[config.mk]
export PLATFORM = sky130hd
export DESIGN_NAME = cmd_frame_decoder_flat
export DESIGN_NICKNAME = d
export VERILOG_FILES = /design/src/rtl/cmd_frame_decoder_if.sv /design/src/rtl/cmd_frame_decoder.sv /design/src/flat_wrapper.sv
export SDC_FILE = /design/constraint.sdc
export NUM_CORES = 1
export LEC_CHECK = 0
export ABC_CLOCK_PERIOD_IN_PS = 3200
export BUFFER_PORTS_ARGS = -buffer_cell sky130_fd_sc_hd__buf_2
export CORE_MARGIN = 2
export CORE_UTILIZATION = 45
export DETAILED_ROUTE_END_ITERATION = 8
export HOLD_SLACK_MARGIN = 0.05
export PLACE_DENSITY = 0.72
export SLEW_MARGIN = 5
export SYNTH_ARGS = -nofsm -noshare
export SYNTH_HDL_FRONTEND = slang
export SYNTH_SLANG_ARGS = --single-unit
[constraint.sdc]
create_clock -name clk -period 3.2 [get_ports clk]
set_clock_uncertainty 0.1 [all_clocks]
set_input_delay 0.32 -clock clk [delete_from_list [all_inputs] [get_ports clk]]
set_output_delay 0.32 -clock clk [all_outputs]
set_load 0.03 [all_outputs]
[src/rtl/cmd_frame_decoder_if.sv]
// Bus bundle between the command frame decoder and its rx, register-file,
// ALU and tx neighbours; slave is the decoder side, master the environment.
interface cmd_frame_decoder_if #(
    parameter int unsigned DATA_WIDTH = 8,
    parameter int unsigned ADDR_WIDTH = 4
);
    logic [DATA_WIDTH-1:0]   rx_data;
    logic                    rx_valid;
    logic                    rf_wr_en;
    logic                    rf_rd_en;
    logic [ADDR_WIDTH-1:0]   rf_addr;
    logic [DATA_WIDTH-1:0]   rf_wr_data;
    logic [DATA_WIDTH-1:0]   rf_rd_data;
    logic                    rf_rd_valid;
    logic                    alu_en;
    logic [3:0]              alu_fun;
    logic [2*DATA_WIDTH-1:0] alu_out;
    logic                    alu_out_valid;
    logic [DATA_WIDTH-1:0]   tx_data;
    logic                    tx_valid;
    logic                    tx_ready;
    logic                    busy;
    logic                    frame_err;

    modport slave (
        input  rx_data, rx_valid, rf_rd_data, rf_rd_valid, alu_out, alu_out_valid, tx_ready,
        output rf_wr_en, rf_rd_en, rf_addr, rf_wr_data, alu_en, alu_fun,
               tx_data, tx_valid, busy, frame_err
    );

    modport master (
        output rx_data, rx_valid, rf_rd_data, rf_rd_valid, alu_out, alu_out_valid, tx_ready,
        input  rf_wr_en, rf_rd_en, rf_addr, rf_wr_data, alu_en, alu_fun,
               tx_data, tx_valid, busy, frame_err
    );
endinterface

[src/rtl/cmd_frame_decoder.sv]
// Byte-level command frame decoder: write/read/ALU frames in, register and ALU
// strobes plus byte responses out. Optional inter-byte timeout: CMD_TIMEOUT_EN.
module cmd_frame_decoder #(
    parameter int unsigned DATA_WIDTH     = 8,
    parameter int unsigned ADDR_WIDTH     = 4,
    parameter int unsigned TIMEOUT_CYCLES = 1023
) (
    input  logic               clk,
    input  logic               rst,
    cmd_frame_decoder_if.slave bus
);
    localparam int unsigned FUN_W = 4;
    localparam logic [DATA_WIDTH-1:0] OP_WR   = DATA_WIDTH'(8'hAA);
    localparam logic [DATA_WIDTH-1:0] OP_RD   = DATA_WIDTH'(8'hBB);
    localparam logic [DATA_WIDTH-1:0] OP_ALU  = DATA_WIDTH'(8'hCC);
    localparam logic [DATA_WIDTH-1:0] OP_ALUN = DATA_WIDTH'(8'hDD);

    if (DATA_WIDTH < 8 || ADDR_WIDTH > DATA_WIDTH || TIMEOUT_CYCLES == 0) begin : g_param_chk
        $error("cmd_frame_decoder: unsupported parameter combination");
    end

    typedef enum logic [3:0] {
        IDLE, WR_ADDR, WR_DATA, RD_ADDR, RD_WAIT,
        ALU_A, ALU_B, ALU_FUN, ALU_WAIT, TX_LO, TX_HI
    } state_e;

    state_e                state_q, state_d;
    logic                  is_alu_q, is_alu_d;
    logic [DATA_WIDTH-1:0] res_hi_q, res_hi_d;
    logic                  rf_wr_en_q, rf_wr_en_d;
    logic                  rf_rd_en_q, rf_rd_en_d;
    logic [ADDR_WIDTH-1:0] rf_addr_q, rf_addr_d;
    logic [DATA_WIDTH-1:0] rf_wr_data_q, rf_wr_data_d;
    logic                  alu_en_q, alu_en_d;
    logic [FUN_W-1:0]      alu_fun_q, alu_fun_d;
    logic                  tx_valid_q, tx_valid_d;
    logic [DATA_WIDTH-1:0] tx_data_q, tx_data_d;
    logic                  busy_q, busy_d;
    logic                  frame_err_q, frame_err_d;

`ifdef CMD_TIMEOUT_EN
    localparam int unsigned CNT_W = $clog2(TIMEOUT_CYCLES + 1);
    logic [CNT_W-1:0] cnt_q, cnt_d;
`endif

    // State and output registers
    always_ff @(posedge clk or negedge rst) begin
        if (!rst) begin
            state_q      <= IDLE;
            is_alu_q     <= 1'b0;
            res_hi_q     <= '0;
            rf_wr_en_q   <= 1'b0;
            rf_rd_en_q   <= 1'b0;
            rf_addr_q    <= '0;
            rf_wr_data_q <= '0;
            alu_en_q     <= 1'b0;
            alu_fun_q    <= '0;
            tx_valid_q   <= 1'b0;
            tx_data_q    <= '0;
            busy_q       <= 1'b0;
            frame_err_q  <= 1'b0;
`ifdef CMD_TIMEOUT_EN
            cnt_q        <= '0;
`endif
        end else begin
            state_q      <= state_d;
            is_alu_q     <= is_alu_d;
            res_hi_q     <= res_hi_d;
            rf_wr_en_q   <= rf_wr_en_d;
            rf_rd_en_q   <= rf_rd_en_d;
            rf_addr_q    <= rf_addr_d;
            rf_wr_data_q <= rf_wr_data_d;
            alu_en_q     <= alu_en_d;
            alu_fun_q    <= alu_fun_d;
            tx_valid_q   <= tx_valid_d;
            tx_data_q    <= tx_data_d;
            busy_q       <= busy_d;
            frame_err_q  <= frame_err_d;
`ifdef CMD_TIMEOUT_EN
            cnt_q        <= cnt_d;
`endif
        end
    end

    // Next-state and registered-output decode
    always_comb begin
        state_d      = state_q;
        is_alu_d     = is_alu_q;
        res_hi_d     = res_hi_q;
        rf_wr_en_d   = 1'b0;
        rf_rd_en_d   = 1'b0;
        rf_addr_d    = rf_addr_q;
        rf_wr_data_d = rf_wr_data_q;
        alu_en_d     = 1'b0;
        alu_fun_d    = alu_fun_q;
        tx_valid_d   = tx_valid_q;
        tx_data_d    = tx_data_q;
        frame_err_d  = 1'b0;

        unique case (state_q)
            IDLE: if (bus.rx_valid) begin
                if      (bus.rx_data == OP_WR)   state_d = WR_ADDR;
                else if (bus.rx_data == OP_RD)   state_d = RD_ADDR;
                else if (bus.rx_data == OP_ALU)  state_d = ALU_A;
                else if (bus.rx_data == OP_ALUN) state_d = ALU_FUN;
                else                             frame_err_d = 1'b1;
            end
            WR_ADDR: if (bus.rx_valid) begin
                rf_addr_d = bus.rx_data[ADDR_WIDTH-1:0];
                state_d   = WR_DATA;
            end
            WR_DATA: if (bus.rx_valid) begin
                rf_wr_en_d   = 1'b1;
                rf_wr_data_d = bus.rx_data;
                state_d      = IDLE;
            end
            RD_ADDR: if (bus.rx_valid) begin
                rf_rd_en_d = 1'b1;
                rf_addr_d  = bus.rx_data[ADDR_WIDTH-1:0];
                state_d    = RD_WAIT;
            end
            RD_WAIT: begin
                frame_err_d = bus.rx_valid;
                if (bus.rf_rd_valid) begin
                    tx_data_d  = bus.rf_rd_data;
                    tx_valid_d = 1'b1;
                    is_alu_d   = 1'b0;
                    state_d    = TX_LO;
                end
            end
            ALU_A, ALU_B: if (bus.rx_valid) begin
                rf_wr_en_d   = 1'b1;
                rf_addr_d    = (state_q == ALU_A) ? '0 : ADDR_WIDTH'(1);
                rf_wr_data_d = bus.rx_data;
                state_d      = (state_q == ALU_A) ? ALU_B : ALU_FUN;
            end
            ALU_FUN: if (bus.rx_valid) begin
                alu_en_d  = 1'b1;
                alu_fun_d = bus.rx_data[FUN_W-1:0];
                state_d   = ALU_WAIT;
            end
            ALU_WAIT: begin
                frame_err_d = bus.rx_valid;
                if (bus.alu_out_valid) begin
                    tx_data_d  = bus.alu_out[DATA_WIDTH-1:0];
                    res_hi_d   = bus.alu_out[2*DATA_WIDTH-1:DATA_WIDTH];
                    tx_valid_d = 1'b1;
                    is_alu_d   = 1'b1;
                    state_d    = TX_LO;
                end
            end
            TX_LO: begin
                frame_err_d = bus.rx_valid;
                if (bus.tx_ready) begin
                    if (is_alu_q) begin
                        tx_data_d = res_hi_q;
                        state_d   = TX_HI;
                    end else begin
                        tx_valid_d = 1'b0;
                        state_d    = IDLE;
                    end
                end
            end
            TX_HI: begin
                frame_err_d = bus.rx_valid;
                if (bus.tx_ready) begin
                    tx_valid_d = 1'b0;
                    state_d    = IDLE;
                end
            end
            default: state_d = IDLE;
        endcase

`ifdef CMD_TIMEOUT_EN
        // Only partial-frame collection states are timed; an accepted byte restarts the count
        cnt_d = '0;
        if (state_q inside {WR_ADDR, WR_DATA, RD_ADDR, ALU_A, ALU_B, ALU_FUN} && !bus.rx_valid) begin
            if (cnt_q == CNT_W'(TIMEOUT_CYCLES - 1)) begin
                state_d     = IDLE;
                frame_err_d = 1'b1;
            end else begin
                cnt_d = cnt_q + CNT_W'(1);
            end
        end
`endif

        busy_d = (state_d != IDLE);
    end

    assign bus.rf_wr_en   = rf_wr_en_q;
    assign bus.rf_rd_en   = rf_rd_en_q;
    assign bus.rf_addr    = rf_addr_q;
    assign bus.rf_wr_data = rf_wr_data_q;
    assign bus.alu_en     = alu_en_q;
    assign bus.alu_fun    = alu_fun_q;
    assign bus.tx_valid   = tx_valid_q;
    assign bus.tx_data    = tx_data_q;
    assign bus.busy       = busy_q;
    assign bus.frame_err  = frame_err_q;
endmodule

[src/flat_wrapper.sv]
// flat-port wrapper written by rule: the top's interface ports become plain ports
module cmd_frame_decoder_flat 
#(
    parameter int unsigned DATA_WIDTH     = 8,
    parameter int unsigned ADDR_WIDTH     = 4,
    parameter int unsigned TIMEOUT_CYCLES = 1023
)
  (clk, rst, bus_rx_data, bus_rx_valid, bus_rf_rd_data, bus_rf_rd_valid, bus_alu_out, bus_alu_out_valid, bus_tx_ready, bus_rf_wr_en, bus_rf_rd_en, bus_rf_addr, bus_rf_wr_data, bus_alu_en, bus_alu_fun, bus_tx_data, bus_tx_valid, bus_busy, bus_frame_err);
  cmd_frame_decoder_if #(.DATA_WIDTH(DATA_WIDTH), .ADDR_WIDTH(ADDR_WIDTH)) bus_i ();
  input  logic clk;
  input  logic rst;
  input wire logic [$bits(bus_i.rx_data)-1:0] bus_rx_data;
  input wire logic [$bits(bus_i.rx_valid)-1:0] bus_rx_valid;
  input wire logic [$bits(bus_i.rf_rd_data)-1:0] bus_rf_rd_data;
  input wire logic [$bits(bus_i.rf_rd_valid)-1:0] bus_rf_rd_valid;
  input wire logic [$bits(bus_i.alu_out)-1:0] bus_alu_out;
  input wire logic [$bits(bus_i.alu_out_valid)-1:0] bus_alu_out_valid;
  input wire logic [$bits(bus_i.tx_ready)-1:0] bus_tx_ready;
  output wire logic [$bits(bus_i.rf_wr_en)-1:0] bus_rf_wr_en;
  output wire logic [$bits(bus_i.rf_rd_en)-1:0] bus_rf_rd_en;
  output wire logic [$bits(bus_i.rf_addr)-1:0] bus_rf_addr;
  output wire logic [$bits(bus_i.rf_wr_data)-1:0] bus_rf_wr_data;
  output wire logic [$bits(bus_i.alu_en)-1:0] bus_alu_en;
  output wire logic [$bits(bus_i.alu_fun)-1:0] bus_alu_fun;
  output wire logic [$bits(bus_i.tx_data)-1:0] bus_tx_data;
  output wire logic [$bits(bus_i.tx_valid)-1:0] bus_tx_valid;
  output wire logic [$bits(bus_i.busy)-1:0] bus_busy;
  output wire logic [$bits(bus_i.frame_err)-1:0] bus_frame_err;
  assign bus_i.rx_data = bus_rx_data;
  assign bus_i.rx_valid = bus_rx_valid;
  assign bus_i.rf_rd_data = bus_rf_rd_data;
  assign bus_i.rf_rd_valid = bus_rf_rd_valid;
  assign bus_i.alu_out = bus_alu_out;
  assign bus_i.alu_out_valid = bus_alu_out_valid;
  assign bus_i.tx_ready = bus_tx_ready;
  assign bus_rf_wr_en = bus_i.rf_wr_en;
  assign bus_rf_rd_en = bus_i.rf_rd_en;
  assign bus_rf_addr = bus_i.rf_addr;
  assign bus_rf_wr_data = bus_i.rf_wr_data;
  assign bus_alu_en = bus_i.alu_en;
  assign bus_alu_fun = bus_i.alu_fun;
  assign bus_tx_data = bus_i.tx_data;
  assign bus_tx_valid = bus_i.tx_valid;
  assign bus_busy = bus_i.busy;
  assign bus_frame_err = bus_i.frame_err;
  cmd_frame_decoder #(.DATA_WIDTH(DATA_WIDTH), .ADDR_WIDTH(ADDR_WIDTH), .TIMEOUT_CYCLES(TIMEOUT_CYCLES)) u_core (.clk(clk), .rst(rst), .bus(bus_i));
endmodule
==> summary.txt <==
Outcome
  – Status: completed

Pwr
  – Power per Cell Area: a little under 1000 mW/mm²
  – P_leak: around 1.3 nW
  – Maximum VDD drop: between 0.0005 and 0.0006 V

Placement
  – Pre-CTS setup slack: between 0.7 and 0.8 ns
  – Placed cell area: ~0.0026 mm²
  – Placed Instances: 318
  – PortBufs: 67
  – Final GP Congestion: just over 0.9
  – Hpwl dp: roughly 3600 µm

Timing
  – Ratio of final minimum period to clock period: 77.0%
  – Slew HR: between 30% and 40%
  – Unrepaired setup endpoints after global routing: no
  – Final worst setup slack: between 0.7 and 0.8 ns
  – Fmax: just over 400 MHz
  – TNS Setup: 0 ns
  – Max Transition Viols Final: 0
  – Fin. Hold Viols: 0
  – Worst Tran Pin Value: approximately 0.9 ns
  – Tmin final: approximately 2.5 ns
  – Endpoints failing setup: 0

Clock network
  – CTS tree: yes
  – Post-CTS Resized: 0
  – Worst-Skew Late Latency: 0.29 ns
  – CTS Hold Bufs: 0
  – CTS sink cnt: 43
  – Root Driver: clkbuf_8
  – Clk buf depth: 2
  – Postcts setup bufs: 0
  – CTS Buf Count: 5
  – H-tree levels: 2
  – CTS clk-pin slew, worst paths: approximately 0.080 ns

Synthesis
  – Synth cell types: 47
  – Avg Cell Area, Syn: 11.3 µm²
  – Synth Register Bits: between 40 and 50
  – Gate Count Post-Synth: approximately 190
  – Seq/Total Area, Yosys: 48.9%
  – Yosys Warn Count: 0
  – Cell area after synthesis: approximately 0.0022 mm²
  – Post-Syn Nets: ~230
  – Async SR Flop Fraction: between 90% and 100%
  – Ys flop type: dfrtp_1
  – Post-synth EDFFs: 0

Cells and area
  – Fin nets: about 300
  – Most common cell after layout, fill and taps aside: buf_2
  – Final Util: 56.7%
  – # fillers: approximately 430
  – Non-Filler Instances: about 330
  – Most frequent cells in the layout: buf_2, dfrtp_1, mux2_2
  – Area Growth Syn to Fin: 21.7%
  – Ant diodes: 0
  – Layout cells sized above 1: 44.6%
  – Post-route cell area: 0.00268 mm²

Global route
  – Busiest layer in global routing: met1
  – Total grt overflow: 0
  – Largest net degree at the start of global routing: 44
  – Met1 Track Usage GR: between 20% and 30%
  – GR Layer Usage met2: 27.1%
  – Global routing usage on met3: 4.61%
  – Vias in the first global route: roughly 1.6k
  – Initial antenna violation count: 0
  – GRT Util Overall: between 10% and 20%
  – Global-route wire length before repair: 8080 µm

Worst setup path
  – Worst-path maximum fanout: 19
  – Worst Reg-to-Reg Cells: 5
  – Startpoint types: register
  – Reg2reg start: u_core.state_q[3]
  – Critical path class: register to register
  – R2r setup slk: around 0.74 ns
  – Critical-path cell list: nor2b_1 > nand2_2 > o21ai_0 > a22o_1 > mux2_2
  – CP required: 3.28 ns
  – CP startpoint: u_core.state_q[3]
  – Max incr delay on CP: approximately 0.62 ns
  – WP data arrival: around 2.5 ns
  – RR Endpoint: u_core.bus.tx_data[7]
  – Crit-path slowest cell: dfrtp_1
  – Setup crit end kind: register

Die
  – Die Wd: between 70 and 80 µm
  – Rows: 25
  – Placeable Area: ~0.0047 mm²
  – Initial Utilization: 46.6%
  – I/O pin count: slightly below 70
  – Die Y: around 74 µm
  – Die area: ~0.0055 mm²

Drt
  – Vias: roughly 1.7k
  – Routed WL per cell: 14.9 µm
  – Final routed DRC violation total: 0
  – Total routed wirelength: roughly 4800 µm
  – Antenna viol nets, final: 0
  – Drt pass-1 iters: 4
  – DRT iter0 DRCs: 250
  – Vias/cell: around 5.3

Run
  – Max_cap viols: 0

Worst hold path
  – Class of the worst hold path: input port to asynchronous set/reset pin
## cell usage after synthesis (2+ instances only)
library cell	instances	area share (%)
a21oi_1	8	1.8
a22o_1	8	3.2
a22oi_1	2	0.68
and3_1	2	0.57
buf_2	5	1.1
buf_4	2	0.68
clkbuf_1	5	0.85
dfrtp_1	43	49
inv_1	2	0.34
mux2_2	29	15
mux2i_1	10	4.5
nand2_1	10	1.7
nand2b_1	4	1.1
nand3_1	4	0.91
nand4_1	2	0.57
nor2_1	5	0.85
nor2b_1	2	0.57
nor3_1	3	0.68
o21ai_0	16	3.6
or4_4	2	1.0
or4bb_1	3	1.5
xnor2_1	2	0.80
## critical path, delay by kind of cell (launching register included)
kind | cells | cell delay [ns]
DFF | 1 | 0.62
muxes | 1 | 0.38
and+or+nand+nor | 2 | 0.64
AOI/OAI and AO/OA | 2 | 0.61
## routing by layer
metal	part of all wire, %	vias up
met5	0	-
met4	1.8	0
met3	4.4	7
met2	47	35
met1	46	829
li1	-	840
## per-stage QoR
stage	hold WS (ns)	total power (W)
floorplan	-0.0756	0.00189
global placement	0.385	0.00218
detailed placement	0.390	0.00220
CTS	0.0902	0.00262
global route	0.129	0.00278
finish	0.0525	0.00259
## area by class of cell
class | count | area (µm²) | share of cell area (%)
repair buffers | 70 | 358 | 13.4
clock inverters | 2 | 37.5 | 1.40
clock buffers | 5 | 68.8 | 2.57
flip-flops and latches | 43 | 1080 | 40.2
inverters | 4 | 17.5 | 0.654
multi-input cells | 134 | 1040 | 38.7
well taps | 67 | 83.8 | 3.13
## worst max path at each step
stage,to,depth (start not counted)
after floorplan,u_core.bus.busy,5
after global placement,u_core.bus.busy,5
after detailed placement,u_core.bus.tx_data[7],5
after CTS,u_core.bus.tx_data[7],5
after global routing,u_core.bus.tx_data[7],5
final,u_core.bus.tx_data[7],5
## cell families after synthesis
logic type / share of synthesized area, %
flops: 48.9
mux: 19.4
xor+xnor: 1.19
compound gates: 13.8
simple gates: 12.8
buf+inv: 3.98
## power by group
group	switching, W	internal (W)
registers	0.000175	0.000773
logic	0.000722	0.000515
clock network	0.000180	0.000228
total	0.00108	0.00152
## state kept, by name, indices dropped and copies added (netlist names)
| register | flops |
|---|---|
| u_core.bus.alu_fun | 4 |
| u_core.bus.tx_valid | 1 |
| u_core.state_q | 4 |
| u_core.is_alu_q | 1 |
| u_core.bus.busy | 1 |
| u_core.res_hi_q | 8 |
| u_core.bus.rf_wr_data | 8 |
| u_core.bus.rf_wr_en | 1 |
| u_core.bus.alu_en | 1 |
| u_core.bus.tx_data | 8 |
| u_core.bus.rf_addr | 4 |
| u_core.bus.frame_err | 1 |
| u_core.bus.rf_rd_en | 1 |
No activity file was read; power rests on OpenSTA's default activity.
